<file path="config.mk">
export PLATFORM = sky130hd
export DESIGN_NAME = fifo_wr_arb
export DESIGN_NICKNAME = d
export VERILOG_FILES = /design/src/rtl/fifo_arb_pkg.sv /design/src/rtl/rr_pick.sv /design/src/rtl/fifo_wr_arb.sv
export SDC_FILE = /design/constraint.sdc
export NUM_CORES = 1
export LEC_CHECK = 0
export ABC_AREA = 1
export ABC_CLOCK_PERIOD_IN_PS = 3000
export BUFFER_PORTS_ARGS = -buffer_cell sky130_fd_sc_hd__buf_2
export CAP_MARGIN = 30
export CORE_AREA = 2 2 56 58
export DETAILED_ROUTE_END_ITERATION = 10
export DIE_AREA = 0 0 58 60
export HOLD_SLACK_MARGIN = 0.06
export PLACE_DENSITY = 0.73
export SLEW_MARGIN = 5
export SYNTH_ARGS = -nofsm -noshare
export SYNTH_HDL_FRONTEND = slang
export SYNTH_SLANG_ARGS = --single-unit
export TNS_END_PERCENT = 30
</file>
<file path="constraint.sdc">
create_clock -name clk -period 3 [get_ports clk]
set_input_delay 0 -clock clk [delete_from_list [all_inputs] [get_ports clk]]
set_output_delay 0 -clock clk [all_outputs]
set_load 0.1 [all_outputs]
</file>
<file path="src/rtl/fifo_arb_pkg.sv">
// Shared constants and types for the FIFO write arbiter.
// Optional statistics counters are enabled with the FIFO_WR_ARB_STATS_EN macro.
package fifo_arb_pkg;

  localparam int unsigned DefDw     = 8;
  localparam int unsigned DefNumReq = 4;
  localparam int unsigned DefBurst  = 4;
  localparam int unsigned MaxReq    = 8;
  localparam int unsigned CntW      = 16;
  localparam int unsigned OwnerW    = $clog2(MaxReq);
  localparam int unsigned BurstW    = 4;

  typedef logic [OwnerW-1:0] owner_idx_t;
  typedef logic [BurstW-1:0] burst_cnt_t;

  // Saturating increment for the statistics counters.
  function automatic logic [CntW-1:0] sat_inc(input logic [CntW-1:0] v);
    return (v == '1) ? v : v + 1'b1;
  endfunction

endpackage

</file>
<file path="src/rtl/rr_pick.sv">
// Rotating-priority search: finds the first set request bit starting at start_i and
// wrapping modulo N. Purely combinational.
module rr_pick
  import fifo_arb_pkg::*;
#(
  parameter int unsigned N = DefNumReq
) (
  input  logic [N-1:0] req_i,
  input  owner_idx_t   start_i,
  output logic         found_o,
  output owner_idx_t   idx_o
);

  logic [2*N-1:0]  req_dbl;
  logic [N-1:0]    req_rot;
  logic [OwnerW:0] sum;

  // Rotate so that start_i lands at bit 0, then take the lowest set bit.
  always_comb begin
    req_dbl = {req_i, req_i};
    req_rot = N'(req_dbl >> start_i);
    found_o = |req_i;
    idx_o   = '0;
    sum     = '0;
    // Descending scan so the smallest offset from start_i wins.
    for (int i = int'(N) - 1; i >= 0; i--) begin
      if (req_rot[i]) begin
        sum = {1'b0, start_i} + (OwnerW + 1)'(i);
        if (sum >= (OwnerW + 1)'(N)) begin
          sum = sum - (OwnerW + 1)'(N);
        end
        idx_o = sum[OwnerW-1:0];
      end
    end
  end

endmodule

</file>
<file path="src/rtl/fifo_wr_arb.sv">
// Burst-limited round-robin arbiter feeding one FIFO write port from NUM_REQ requesters.
// Grants are combinational from req/fifo_full and the registered owner state.
// Define FIFO_WR_ARB_STATS_EN to add per-requester grant counters and a stall counter.
module fifo_wr_arb
  import fifo_arb_pkg::*;
#(
  parameter int unsigned NUM_REQ = DefNumReq,
  parameter int unsigned BURST   = DefBurst,
  parameter int unsigned DW      = DefDw
) (
  input  logic                  clk,
  input  logic                  rst,
  input  logic [NUM_REQ-1:0]    req,
  input  logic [NUM_REQ*DW-1:0] req_data,
  output logic [NUM_REQ-1:0]    gnt,
  input  logic                  fifo_full,
  output logic                  fifo_wr,
  output logic [DW-1:0]         fifo_din
`ifdef FIFO_WR_ARB_STATS_EN
  ,
  output logic [NUM_REQ*CntW-1:0] grant_cnt,
  output logic [CntW-1:0]         stall_cnt
`endif
);

  localparam owner_idx_t LastIdx = owner_idx_t'(NUM_REQ - 1);
  localparam logic [NUM_REQ-1:0] OneHot0 = {{(NUM_REQ - 1){1'b0}}, 1'b1};

  owner_idx_t owner_q, owner_d;
  logic       owner_valid_q, owner_valid_d;
  burst_cnt_t burst_cnt_q, burst_cnt_d;

  owner_idx_t start_idx, pick_idx, gnt_idx;
  logic       pick_found, owner_req, hold, grant_en;

  assign start_idx = (owner_q == LastIdx) ? '0 : owner_q + 1'b1;

  rr_pick #(
    .N (NUM_REQ)
  ) u_rr_pick (
    .req_i   (req),
    .start_i (start_idx),
    .found_o (pick_found),
    .idx_o   (pick_idx)
  );

  // Grant selection: keep the current owner while its burst has room, else rotate.
  always_comb begin
    owner_req = |(req & (OneHot0 << owner_q));
    hold      = owner_valid_q && owner_req && (({1'b0, burst_cnt_q} + 5'd1) < 5'(BURST));
    gnt_idx   = hold ? owner_q : pick_idx;
    grant_en  = !rst && !fifo_full && pick_found;
    gnt       = grant_en ? (OneHot0 << gnt_idx) : '0;
    fifo_wr   = grant_en;
    fifo_din  = '0;
    for (int i = 0; i < int'(NUM_REQ); i++) begin
      if (gnt[i]) begin
        fifo_din = req_data[i*DW +: DW];
      end
    end
  end

  // Owner/burst next state. A full FIFO freezes everything so the burst resumes intact.
  always_comb begin
    owner_d       = owner_q;
    owner_valid_d = owner_valid_q;
    burst_cnt_d   = burst_cnt_q;
    if (grant_en) begin
      if (owner_valid_q && (gnt_idx == owner_q)) begin
        // Re-grant after an exhausted burst (nobody else asking) keeps the count saturated
        // at BURST-1 so other requesters regain priority as soon as they assert.
        if (hold) begin
          burst_cnt_d = burst_cnt_q + 1'b1;
        end
      end else begin
        owner_d     = gnt_idx;
        burst_cnt_d = '0;
      end
      owner_valid_d = 1'b1;
    end else if (!fifo_full && (req == '0)) begin
      owner_valid_d = 1'b0;
      burst_cnt_d   = '0;
    end
  end

  // Owner state register; reset points the owner at the last index so index 0 goes first.
  always_ff @(posedge clk) begin
    if (rst) begin
      owner_q       <= LastIdx;
      owner_valid_q <= 1'b0;
      burst_cnt_q   <= '0;
    end else begin
      owner_q       <= owner_d;
      owner_valid_q <= owner_valid_d;
      burst_cnt_q   <= burst_cnt_d;
    end
  end

`ifdef FIFO_WR_ARB_STATS_EN
  logic [CntW-1:0] grant_cnt_q [NUM_REQ];
  logic [CntW-1:0] grant_cnt_d [NUM_REQ];
  logic [CntW-1:0] stall_cnt_q, stall_cnt_d;

  // Saturating statistics next state.
  always_comb begin
    for (int i = 0; i < int'(NUM_REQ); i++) begin
      grant_cnt_d[i] = gnt[i] ? sat_inc(grant_cnt_q[i]) : grant_cnt_q[i];
    end
    stall_cnt_d = (fifo_full && (req != '0)) ? sat_inc(stall_cnt_q) : stall_cnt_q;
  end

  // Statistics registers.
  always_ff @(posedge clk) begin
    if (rst) begin
      for (int i = 0; i < int'(NUM_REQ); i++) begin
        grant_cnt_q[i] <= '0;
      end
      stall_cnt_q <= '0;
    end else begin
      for (int i = 0; i < int'(NUM_REQ); i++) begin
        grant_cnt_q[i] <= grant_cnt_d[i];
      end
      stall_cnt_q <= stall_cnt_d;
    end
  end

  // Flatten the counters onto the output bus.
  always_comb begin
    grant_cnt = '0;
    for (int i = 0; i < int'(NUM_REQ); i++) begin
      grant_cnt[i*CntW +: CntW] = grant_cnt_q[i];
    end
    stall_cnt = stall_cnt_q;
  end
`endif

endmodule

</file>
==> flow_summary.toml <==
[drt]
via_count = 1421
drt_iter0_markers = 54
ant_nets = 0
drtPass1Iterations = 4
routedWlPerCell_um = 10.7
drc = 0
route.final.wire_length_mm = 3.14
viasPerCell = 4.83

[global_route]
grt_max_degree = 11
grt_first_pass_wirelength_mm = 5.06
antenna_found_initial = 0
grt_usage = 0.186
grt_pass1_vias = 1180
grt_overflow = 0

[layout]
final_layout_size_suffix_gt1_frac = 0.410
final_nets = 308
fin_util = 0.564
syn_to_final_growth_pct = 33.6
n_fill_cell = 306
antenna_cells = 0

[synthesis]
synth_common_cells = "nand2_1, nand3_1, nor2_1"
synth_area_sq_mm = 0.00122
ys.flop_type = "dfxtp_1"
synth_area_leaders = "nand2_1, dfxtp_1, nand3_1, ha_1, nand3_2"
synth-edff-count = 0
yosys.area.top_type = "nand2_1"
syn_inst = 206
synth_top_area_share = 0.236
synth-seq-area-share = 0.131
async_reset_ff_frac = 0
synth_area_per_cell_sq_um = 5.95
synth.distinct_cells = 28
ys_ff_latch = 8
syn_nets = 251
yosysWarningCount = 0
synth_most_common_cell = "nand2_1"

[timing]
setup_viol = 0
worst_pin_slew_ps = 754
hold_ws_ps = 408
slew-limit-headroom = 0.493
rsz0062_at_grt = "no"
final_max_slew_viol_count = 0
hold_viol = 0
fin_skew_ps = 0.385
period_share = 0.903
fmax_mhz = 369
fin_crit_ps = 2710

[clock_network]
clk_pin_slew_ps = 50
clock_latency_ps = 260
root_buffer = "clkbuf_4"
post-cts-setup-buffer-count = 0
clkSinkCount = 8
numCtsBuffers = 3
cts_htree_levels = 1
cts_tree = "yes"
cts_max_path_buffers = 2

[setup_path]
r2r_slack_ps = 750
path_max_fanout = 10
endpoint_kind = "output port"
cp.arrival_ps = 2710
worstSetupPathType = "flip-flop to output port"
worst_ep_required_time_ps = 3000
r2r_start = "owner_q[0]"
setup.worst_path.start_class = "flip-flop"
r2r_end = "burst_cnt_q[1]"
r2r_cells = 16

[power_and_ir_drop]
switching_share = 0.682
internal-power_uw = 565
clock_power_share = 0.048
switchingPower_mw = 1.21
power_frac_comb = 0.861
powerDensity_mw_per_mm2 = 1090
p_seq_frac = 0.091
ir_drop_mv = 1.09
p_leak_nw = 0.852

[hold_path]
hp-start = "req[0]"
hold_path.class = "primary input to flip-flop"
whs_endpoint = "burst_cnt_q[3]"
min_path_cells = 7

[floorplanning]
coreArea_sq_mm = 0.00290
io-pin-count = 52
start_util = 0.422
die-area_sq_mm = 0.00348
die_width_um = 58
fp-row-count = 20
fp.dieH_um = 60

[place]
hpwl_mm = 2.64
io_buffers = 51
gp_congestion = 0.855

[run_status]
status = "complete, no violations"

[run]
drv_cap = 0
power by group through the flow:
stage	logic (mW)	registers, mW	clock network, mW
6_report	1.53	0.162	0.0844
5_1_grt	1.66	0.166	0.0956
4_1_cts	1.51	0.163	0.0851
3_5_place_dp	1.50	0.165	0
3_3_place_gp	1.50	0.165	0
2_1_floorplan	1.29	0.154	0
kinds of logic after synthesis:
group / synth area share
AO/OA/AOI/OAI: 0.0582
XOR/XNOR: 0.0286
adder cells (fa/ha/maj): 0.0613
buffers and inverters: 0.0909
flip-flops: 0.131
AND/OR/NAND/NOR: 0.630
worst max-delay path: stages, from the launching register on:
cell      delay (ps)
dfxtp_4          420
ha_4             190
inv_2             50
a21oi_1          120
nand2_1          110
nand3_2          120
nand2_4           70
nand2_2          110
nand3_4          100
nand2_2           70
nand2_1           80
o21ai_2          100
nand3_2          160
nor2_4           230
nand2_1           80
nand4_1          100
clkbuf_4         330
worst max path at each step:
stage / from / end / depth (start not counted)
2_1_floorplan: owner_q[0] / fifo_din[0] / 14
3_3_place_gp: owner_q[0] / fifo_din[7] / 16
3_5_place_dp: owner_q[1] / fifo_din[7] / 16
4_1_cts: owner_q[0] / fifo_din[7] / 16
5_1_grt: owner_q[2] / fifo_din[1] / 15
6_report: owner_q[1] / fifo_din[7] / 16
routing by layer:
layer  GRT usage  part of all wire
met1       0.237              0.45
met2       0.320              0.50
met3      0.0238             0.033
met4      0.0664             0.017
met5           0                 0
timing repair:
item / CTS / global route
endpoints found under the setup margin: 0 / 8
gates resized for setup: 0 / 8
hold endpoints to repair: 4 / 0
hold buffers: 2 / 0
area by class of cell:
type	count	area, sq um	area share
flip-flops and latches	8	168	0.102
inverters	26	109	0.0665
clock buffers	3	22.5	0.0138
repair buffers	53	295	0.180
multi-input cells	171	1000	0.612
well taps	33	41.3	0.0252
layout by cell type, fill, tap and decap left out, types with 6 or more instances in the layout:
master / count
dfxtp_1: 6
nand3_2: 7
clkbuf_4: 11
nand3_1: 21
nor2_1: 14
nand2_1: 75
inv_1: 12
inv_2: 10
nand4_1: 9
buf_2: 43
nand2_2: 9
through the flow:
step / setup TNS, ps / std cells / total power, mW / area (sq um) / setup WS (ps)
after detailed placement: 0 / 289 / 1.67 / 1570 / 472
after floorplan: -119 / 206 / 1.45 / 1290 / -18.0
after global routing: 0 / 294 / 1.92 / 1640 / 45.3
final: 0 / 294 / 1.78 / 1640 / 291
after global placement: 0 / 289 / 1.67 / 1570 / 451
after CTS: 0 / 294 / 1.76 / 1620 / 182
sequential cells by signal, indices dropped and copies added (netlist names):
name,cells
owner_q,3
burst_cnt_q,4
owner_valid_q,1
Note: power is estimated with default switching activity, not from simulation.
